File: config.mk
export PLATFORM = sky130hd
export DESIGN_NAME = bnn_core_sequencer
export DESIGN_NICKNAME = d
export VERILOG_FILES = /design/src/rtl/bnn_core_sequencer.sv
export SDC_FILE = /design/constraint.sdc
export NUM_CORES = 1
export LEC_CHECK = 0
export ABC_AREA = 1
export CORE_ASPECT_RATIO = 1.4
export CORE_MARGIN = 2
export CORE_UTILIZATION = 39
export CTS_BUF_LIST = sky130_fd_sc_hd__clkbuf_8
export DETAILED_ROUTE_END_ITERATION = 6
export PLACE_DENSITY = 0.78
export SYNTH_ARGS = -nofsm -noshare
export SYNTH_HDL_FRONTEND = slang
export SYNTH_SLANG_ARGS = --single-unit
File: constraint.sdc
create_clock -name clk -period 1.3 [get_ports clk]
set_input_delay 0.13 -clock clk [delete_from_list [all_inputs] [get_ports clk]]
set_output_delay 0.13 -clock clk [all_outputs]
set_load 0.02 [all_outputs]
File: src/rtl/bnn_core_sequencer.sv
// Issue-side sequencer for the BNN core: config, bias/operand streaming, per-bin clear/acc/bin, result readback.
// Optional BNN_SEQ_PERF_EN adds the perf_cycles / perf_stalls counters and ports.
module bnn_core_sequencer #(
  parameter int LOAD_WORDS = 4,
  parameter int OUT_W      = 64
) (
  input  logic             clk,
  input  logic             rst,
  input  logic             start,
  input  logic [3:0]       cfg_n_bpug,
  input  logic [3:0]       cfg_n_groups,
  input  logic [2:0]       cfg_height,
  input  logic             cfg_pool,
  input  logic [31:0]      in_data,
  input  logic             in_valid,
  output logic             in_ready,
  output logic [22:0]      core_instr,
  output logic [31:0]      core_data,
  input  logic [31:0]      core_result,
  output logic [OUT_W-1:0] out_data,
  output logic             out_valid,
  input  logic             out_ready,
`ifdef BNN_SEQ_PERF_EN
  output logic [31:0]      perf_cycles,
  output logic [31:0]      perf_stalls,
`endif
  output logic             busy,
  output logic             done
);

  // state  | meaning
  // IDLE   | waiting for start
  // CFG    | program BPUG enable mask and height
  // BIAS   | forward 2 bias words for the current group
  // LOAD   | forward LOAD_WORDS operand words for the current window
  // CLEAR  | accumulators <- bias
  // ACC    | accumulate, one BPUG per cycle
  // BIN    | binarise (and OR-pool) the window
  // RD_LO  | read low result word
  // RD_HI  | read high result word
  // OUT    | hold the group record until accepted
  // DONE   | one-cycle completion pulse
  localparam logic [3:0] IDLE  = 4'd0;
  localparam logic [3:0] CFG   = 4'd1;
  localparam logic [3:0] BIAS  = 4'd2;
  localparam logic [3:0] LOAD  = 4'd3;
  localparam logic [3:0] CLEAR = 4'd4;
  localparam logic [3:0] ACC   = 4'd5;
  localparam logic [3:0] BIN   = 4'd6;
  localparam logic [3:0] RD_LO = 4'd7;
  localparam logic [3:0] RD_HI = 4'd8;
  localparam logic [3:0] OUT   = 4'd9;
  localparam logic [3:0] DONE  = 4'd10;

  localparam logic [3:0] LW_LAST = 4'(LOAD_WORDS - 1);

  logic [3:0]  state;
  logic [1:0]  win_cnt;
  logic [2:0]  bin_cnt;
  logic [3:0]  word_cnt;
  logic [3:0]  bpug_cnt;
  logic [3:0]  grp_cnt;
  logic [3:0]  n_bpug_q;
  logic [3:0]  n_groups_q;
  logic [2:0]  height_q;
  logic        pool_q;
  logic [15:0] bpug_mask;

  assign bpug_mask = ~(16'hFFFE << n_bpug_q);

  always_ff @(posedge clk) begin
    if (rst) begin
      state      <= IDLE;
      win_cnt    <= '0;
      bin_cnt    <= '0;
      word_cnt   <= '0;
      bpug_cnt   <= '0;
      grp_cnt    <= '0;
      n_bpug_q   <= '0;
      n_groups_q <= '0;
      height_q   <= '0;
      pool_q     <= 1'b0;
      out_data   <= '0;
    end else begin
      case (state)
        IDLE: begin
          if (start) begin
            n_bpug_q   <= cfg_n_bpug;
            n_groups_q <= cfg_n_groups;
            height_q   <= cfg_height;
            pool_q     <= cfg_pool;
            win_cnt    <= '0;
            bin_cnt    <= '0;
            word_cnt   <= '0;
            bpug_cnt   <= '0;
            grp_cnt    <= '0;
            state      <= CFG;
          end
        end
        CFG: state <= BIAS;
        BIAS: begin
          if (in_valid) begin
            if (word_cnt == 4'd1) begin
              word_cnt <= '0;
              state    <= LOAD;
            end else begin
              word_cnt <= word_cnt + 4'd1;
            end
          end
        end
        LOAD: begin
          if (in_valid) begin
            if (word_cnt == LW_LAST) begin
              word_cnt <= '0;
              state    <= CLEAR;
            end else begin
              word_cnt <= word_cnt + 4'd1;
            end
          end
        end
        CLEAR: begin
          bpug_cnt <= '0;
          state    <= ACC;
        end
        ACC: begin
          if (bpug_cnt == n_bpug_q) begin
            bpug_cnt <= '0;
            state    <= BIN;
          end else begin
            bpug_cnt <= bpug_cnt + 4'd1;
          end
        end
        BIN: begin
          if (pool_q && (win_cnt != 2'd3)) begin
            win_cnt <= win_cnt + 2'd1;
            state   <= LOAD;
          end else begin
            win_cnt <= '0;
            bin_cnt <= bin_cnt + 3'd1;
            state   <= (bin_cnt == 3'd7) ? RD_LO : LOAD;
          end
        end
        RD_LO: begin
          out_data[31:0] <= core_result;
          state          <= RD_HI;
        end
        RD_HI: begin
          out_data[63:32] <= core_result;
          state           <= OUT;
        end
        OUT: begin
          if (out_ready) begin
            if (grp_cnt < n_groups_q) begin
              grp_cnt <= grp_cnt + 4'd1;
              state   <= BIAS;
            end else begin
              grp_cnt <= '0;
              state   <= DONE;
            end
          end
        end
        DONE:    state <= IDLE;
        default: state <= IDLE;
      endcase
    end
  end

  // Instruction/data bus is a pure decode of state and counters; stalled stream cycles issue NOP.
  always_comb begin
    core_instr = '0;
    core_data  = '0;
    case (state)
      CFG: begin
        core_instr[15]    = 1'b1;
        core_instr[8]     = 1'b1;
        core_data[15:0]   = bpug_mask;
        core_data[18:16]  = height_q;
      end
      BIAS: begin
        if (in_valid) begin
          core_instr[11] = 1'b1;
          core_data      = in_data;
        end
      end
      LOAD: begin
        if (in_valid) begin
          core_instr[15]    = 1'b1;
          core_instr[16]    = word_cnt[0];
          core_instr[19:17] = word_cnt[3:1];
          core_data         = in_data;
        end
      end
      CLEAR: core_instr[0] = 1'b1;
      ACC: begin
        core_instr[9]   = 1'b1;
        core_instr[4:1] = bpug_cnt;
      end
      BIN: begin
        core_instr[10] = 1'b1;
        if (pool_q) begin
          core_instr[12] = 1'b1;
          core_instr[13] = win_cnt[0];
          core_instr[6]  = win_cnt[1];
        end
      end
      RD_LO: core_instr[14] = 1'b1;
      RD_HI: begin
        core_instr[14] = 1'b1;
        core_instr[6]  = 1'b1;
      end
      default: ;
    endcase
  end

  assign in_ready  = (state == BIAS) || (state == LOAD);
  assign out_valid = (state == OUT);
  assign busy      = (state != IDLE) && (state != DONE);
  assign done      = (state == DONE);

`ifdef BNN_SEQ_PERF_EN
  logic stall_cyc;
  assign stall_cyc = (in_ready && !in_valid) || (out_valid && !out_ready);

  always_ff @(posedge clk) begin
    if (rst) begin
      perf_cycles <= '0;
      perf_stalls <= '0;
    end else if ((state == IDLE) && start) begin
      perf_cycles <= '0;
      perf_stalls <= '0;
    end else begin
      if (busy && !(&perf_cycles))
        perf_cycles <= perf_cycles + 32'd1;
      if (stall_cyc && !(&perf_stalls))
        perf_stalls <= perf_stalls + 32'd1;
    end
  end
`endif

endmodule
* After elaboration in Yosys (flattened, before gate mapping)
Cells that the tools add are included.
** Word-level totals
- Output and inout port bits :: 123
- Flip-flop bits (word level) :: 97
- Word-level logic and storage cells :: 108
- Input port bits :: 81
** Cells by class
- Add/subtract/negate cells :: 5
- Eq/ne operators :: 24
- Order comparisons :: 1
- Reduce and logical (&&, ||, !) cells :: 18
- Bitwise gates (word level) :: 1
- Shift operators :: 1
- Multiplexer cells :: 46
** Operators by type and width (number)
- 2-to-1 mux 4 bit :: 18
- one-hot mux 4 bit (10 select lines) :: 1
- one-hot mux 19 bit (2 select lines) :: 1
- 2-to-1 mux 32 bit :: 1
- one-hot mux 4 bit (3 select lines) :: 2
- == test 4 x 3 -> 1 bit, second input constant :: 4
- inequality test 2 bit, second input constant :: 8
- inverter 16 bit :: 1
- << shifter 16 x 4 -> 16 bit, first input constant :: 1
- 2-to-1 mux 13 bit :: 1
- adder 4 x 1 -> 4 bit, second input constant :: 3
- == test 4 x 2 -> 1 bit, second input constant :: 3
- == test 4 bit, second input constant :: 3
- 2-to-1 mux 3 bit :: 4
- == test 4 x 1 -> 1 bit, second input constant :: 2
- 2-to-1 mux 1 bit :: 8
- 2-to-1 mux 2 bit :: 4
- one-hot mux 4 bit (2 select lines) :: 1
- AND reduction 7 bit :: 1
- one-hot mux 3 bit (2 select lines) :: 1
- AND reduction 2 bit :: 3
- AND reduction 3 bit :: 2
- nonzero test 3 bit :: 2
- 2-to-1 mux 5 bit :: 1
- 16 further kinds :: 20

* Longest topological paths before layout
- Word-level depth :: 4
- Depth in mapped cells :: 10
- Mapped depth without buffers :: 10

* Worst setup path before layout
No wires, ideal clock.
- Path type :: register to output
- Start :: reg state[1]
- End :: out core_data[10]
- Arrival :: 1.629 ns
- Required time :: 1.170 ns
- Stages on the path, launching flop included :: 8
- Buffers on the path :: 0
- Path slack :: -0.459 ns
- Cells stage by stage :: dfxtp_1 > inv_2 > nand2_2 > inv_1 > nand2_2 > inv_1 > nand2_2 > o21ai_0
** Between the ends
- Cells in the longest elaborated chain, start to end :: 3
- Elaborated cells on any way between the ends :: 5
- Classes of those cells :: eq/ne: 3; mux: 1; reduce/logical: 1
** RTL lines
- start: declaration :: RTL line 57 : logic [3:0] state;
- start signal: assignment :: RTL line 140 : state <= (bin_cnt == 3'd7) ? RD_LO : LOAD;
- == test 4 x 2 -> 1 bit :: RTL line 172 : case (state)
- OR reduction 2 bit (no source line)
- one-hot mux 19 bit (2 select lines) * :: RTL line 172
- end: declaration :: RTL line 18 : output logic [31:0] core_data,
Mark *: on every way between the ends. The rest lies on a longest branch, timed or not.

* Final worst setup path
- Start :: reg state[2]
- End :: out core_data[2]
Same word-level chain as after synthesis.

==> impl_metrics.yaml <==
finish:
  nets: 1011
  fin_util_pct: 76.6
  nFillCells: 741
  final_layout_size_suffix_gt1_share_pct: 40.8
  antenna_cells: 0
  final_area_um2: 8600
  register_area_um2: 1960
  area_growth_pct: 93.3
  multi_input_area_um2: 3000
timing:
  fin_crit_sh_pct: 139
  finalHoldViolations: 0
  fin_hold_ws_ns: 0.373
  setup_tns_ns: -42.98
  setup_viol: 151
  setup_slack_ns: -0.506
  finalCriticalPeriod_ns: 1.81
  rsz0062_at_grt: "yes"
  fmax_mhz: 554
  fin_skew_ns: 0.0102
  drv_slew: 0
drt:
  vias: 5432
  wirelength_um: 17700
  ant_nets: 0
  drt-pass1-iter-count: 4
  wire_per_inst_um: 16.6
  first_iter_violations: 198
  vias_per_cell: 5.08
  drc: 0
yosys:
  syn_inst: 638
  synth_warnings: 0
  synth_top_family_by_area: "simple AND/OR/NAND/NOR gates"
  synth_compound_area_share_pct: 15.7
  synth_fa_ha_area_share_pct: 2.81
  synth-seq-cells: 97
  seq_area_frac_synth_pct: 43.7
  synth.area.top_cells: "dfxtp_1 (44%), nor2_1 (15%), o21ai_0 (9.8%), nand2_1 (7.4%), inv_1 (3.3%)"
  synth_simple_gate_area_share_pct: 28.1
  synth_top_area_share_pct: 43.7
  synth_xor_xnor_area_share_pct: 1.97
  synth_area_um2: 4450
  syn_area_per_cell_um2: 6.97
  ys_types: 31
  synth.area.mux_share_pct: 0
  yosysTopAreaCell: "dfxtp_1"
status:
  outcome: "complete, but fails checks"
  violations: "setup timing"
die:
  die_w_um: 94.3
  rows: 46
  core_um2: 11200
  ios: 204
  start_util_pct: 39.6
  fp.dieArea_um2: 12300
  die_h_um: 130
cts:
  cts_buffer_depth: 2
  hold_buffers: 0
  clock_latency_ns: 0.37
  numCtsBuffers: 9
  cts_tree: "done"
  clk_pin_slew_ns: 0.10
  cts-root-buf: "clkbuf_8"
  clock-sinks: 97
  cts.htree.levels: 3
setup_path:
  crit_chain: "inv_2 > nand2_4 > nor2_4 > inv_2 > nor2_4 > buf_12 > nand2_1 > o211ai_1 > buf_4"
  crit_slowest_cell: "dfxtp_2"
  rrSetupSlack_ns: -0.43
  crit_buf_inv: 4
  cp-start-kind: "flop"
  cp.depth: 9
  cp_top_family: "buffers and inverters"
  critPathMaxStageDelay_ns: 0.36
  worstReg2RegStart: "state[1]"
  worstSetupPathType: "reg2out"
  worstPathRequired_ns: 1.17
  r2r_end: "word_cnt[2]"
  worst_r2r_path_depth: 11
  end_kind: "output pin"
  arrival_ns: 1.68
  crit_fanout: 10
global_route:
  grt_pass1_vias: 5529
  globalRouteOverflowTotal: 0
  grt_max_degree: 43
  grtUsageTotal_pct: 26.8
  grt_pass1_wl_um: 26100
  antenna_found_initial: 0
placement:
  port_buffers: 198
  hpwlAfterDp_um: 11000
  placed_cell_area_um2: 7200
  routabilityCongestion: 0.878
pwr:
  power_mw: 10.5
  ir_drop_mv: 0.788
  p_leak_nw: 4.01
  p_per_area_nw_per_um2: 1230
worst_hold_path:
  hold_class: "in2reg"
  holdPathEnd: "n_bpug_q[3]"
  min_from: "cfg_n_bpug[3]"
  holdPathStages: 3
run:
  cap_viol_max_count: 0
-- registers in the layout, summed over array words and instances, names as in the netlist --
register / count
out_data: 64
bpug_cnt: 4
grp_cnt: 4
n_bpug_q: 4
n_groups_q: 4
state: 4
word_cnt: 4
bin_cnt: 3
height_q: 3
win_cnt: 2
pool_q: 1
-- worst min-delay path, stage by stage --
cell	delay, ns
clkdlybuf4s50_1	0.42
o21ai_2	0.13
a21oi_1	0.04
-- routing by layer --
| metal | share of wire, % | GRT usage [%] | wire, um |
|---|---|---|---|
| met1 | 34 | 25.6 | 6080 |
| met2 | 55 | 53.5 | 9770 |
| met3 | 7.7 | 7.39 | 1370 |
| met4 | 2.8 | 9.80 | 504 |
| met5 | 0 | 0 | 0 |
-- synth_stat cells --
| cell | number |
|---|---|
| nand3b_1 | 1 |
| buf_2 | 6 |
| clkbuf_1 | 19 |
| dfxtp_1 | 97 |
| o21ai_1 | 6 |
| o21ai_4 | 1 |
| clkbuf_2 | 4 |
| nand4_1 | 3 |
| o21ai_0 | 87 |
| nor3_1 | 1 |
| a22o_1 | 1 |
| inv_2 | 8 |
| a32o_1 | 1 |
| nor3b_1 | 1 |
| nand2_2 | 9 |
| buf_4 | 6 |
| inv_1 | 39 |
| nor2_4 | 3 |
| ha_1 | 10 |
| o21a_1 | 1 |
| nor2_1 | 180 |
| nand2_1 | 88 |
| conb_1 | 1 |
| nor2_2 | 6 |
| o21ai_2 | 3 |
| a21oi_1 | 28 |
| nand3_1 | 14 |
| o311ai_0 | 1 |
| or2_2 | 1 |
| o211ai_1 | 2 |
| xor2_1 | 10 |
-- layout by cell type (no fill, tap or decap), types with 3 or more instances in the layout --
master and n:
buf_6 59, nand2_4 15, ha_1 10, o21ai_0 32, o21ai_1 10, inv_4 6, nor2_1 126, clkdlybuf4s50_1 80
clkbuf_8 10, o21ai_4 10, buf_16 3, conb_1 5, nand2_2 21, nand4_1 3, nor2_2 35, nand3_1 10
nand2_8 4, dfxtp_4 3, inv_6 3, xor2_1 10, nand3_2 4, o21ai_2 45, inv_2 10, dfxtp_1 92
a21oi_2 13, nor2_4 28, buf_8 3, a21oi_1 14, inv_1 28, nand2_1 57, buf_4 78, dlygate4sd2_1 64
buf_12 13
-- power by group --
group | switching [mW] | internal (mW)
logic | 2.80 | 2.44
clock network | 1.16 | 0.792
registers | 0.192 | 3.17
-- cells by family (layout without fill, tap and decap cells) --
logic type | after synthesis | count (layout)
adders and majority gates | 10 | 10
DFF | 97 | 97
xor gates and xnor gates | 10 | 10
AOI/OAI and AO/OA | 131 | 131
and+or+nand+nor | 307 | 307
other | 1 | 5
buffers and inverters | 82 | 365
-- metrics by stage --
stage / std cells / setup slack, ns
after floorplan: 642 / -0.108
after CTS: 1061 / -0.488
final: 1069 / -0.506
after detailed placement: 1018 / -0.572
after global placement: 1018 / -0.568
after global routing: 1069 / -0.571
-- worst max path at each step --
stage,from,end,slack [ns]
2_1_floorplan,state[1],core_data[2],-0.11
3_3_place_gp,in_valid,core_data[3],-0.57
3_5_place_dp,in_valid,core_data[3],-0.57
4_1_cts,state[3],core_data[10],-0.49
5_1_grt,state[3],core_data[1],-0.57
6_report,state[2],core_data[2],-0.51
-- what timing repair did --
| item | 4_1_cts | 5_1_grt |
|---|---|---|
| setup endpoints to repair | 215 | 151 |
| cloned | 7 | 2 |
| setup buffers | 20 | 19 |
| pin swaps | 16 | 40 |
| gates resized for setup | 549 | 118 |
-- layout make-up --
| class | instances | area share [%] |
|---|---|---|
| Clock inverter | 6 | 0.699 |
| Multi-Input combinational cell | 463 | 34.9 |
| Tap cell | 144 | 2.10 |
| Clock buffer | 10 | 1.60 |
| Sequential cell | 97 | 22.7 |
| Inverter | 47 | 2.45 |
| Timing Repair Buffer | 302 | 35.5 |
Power figures use the tool's default switching activity.
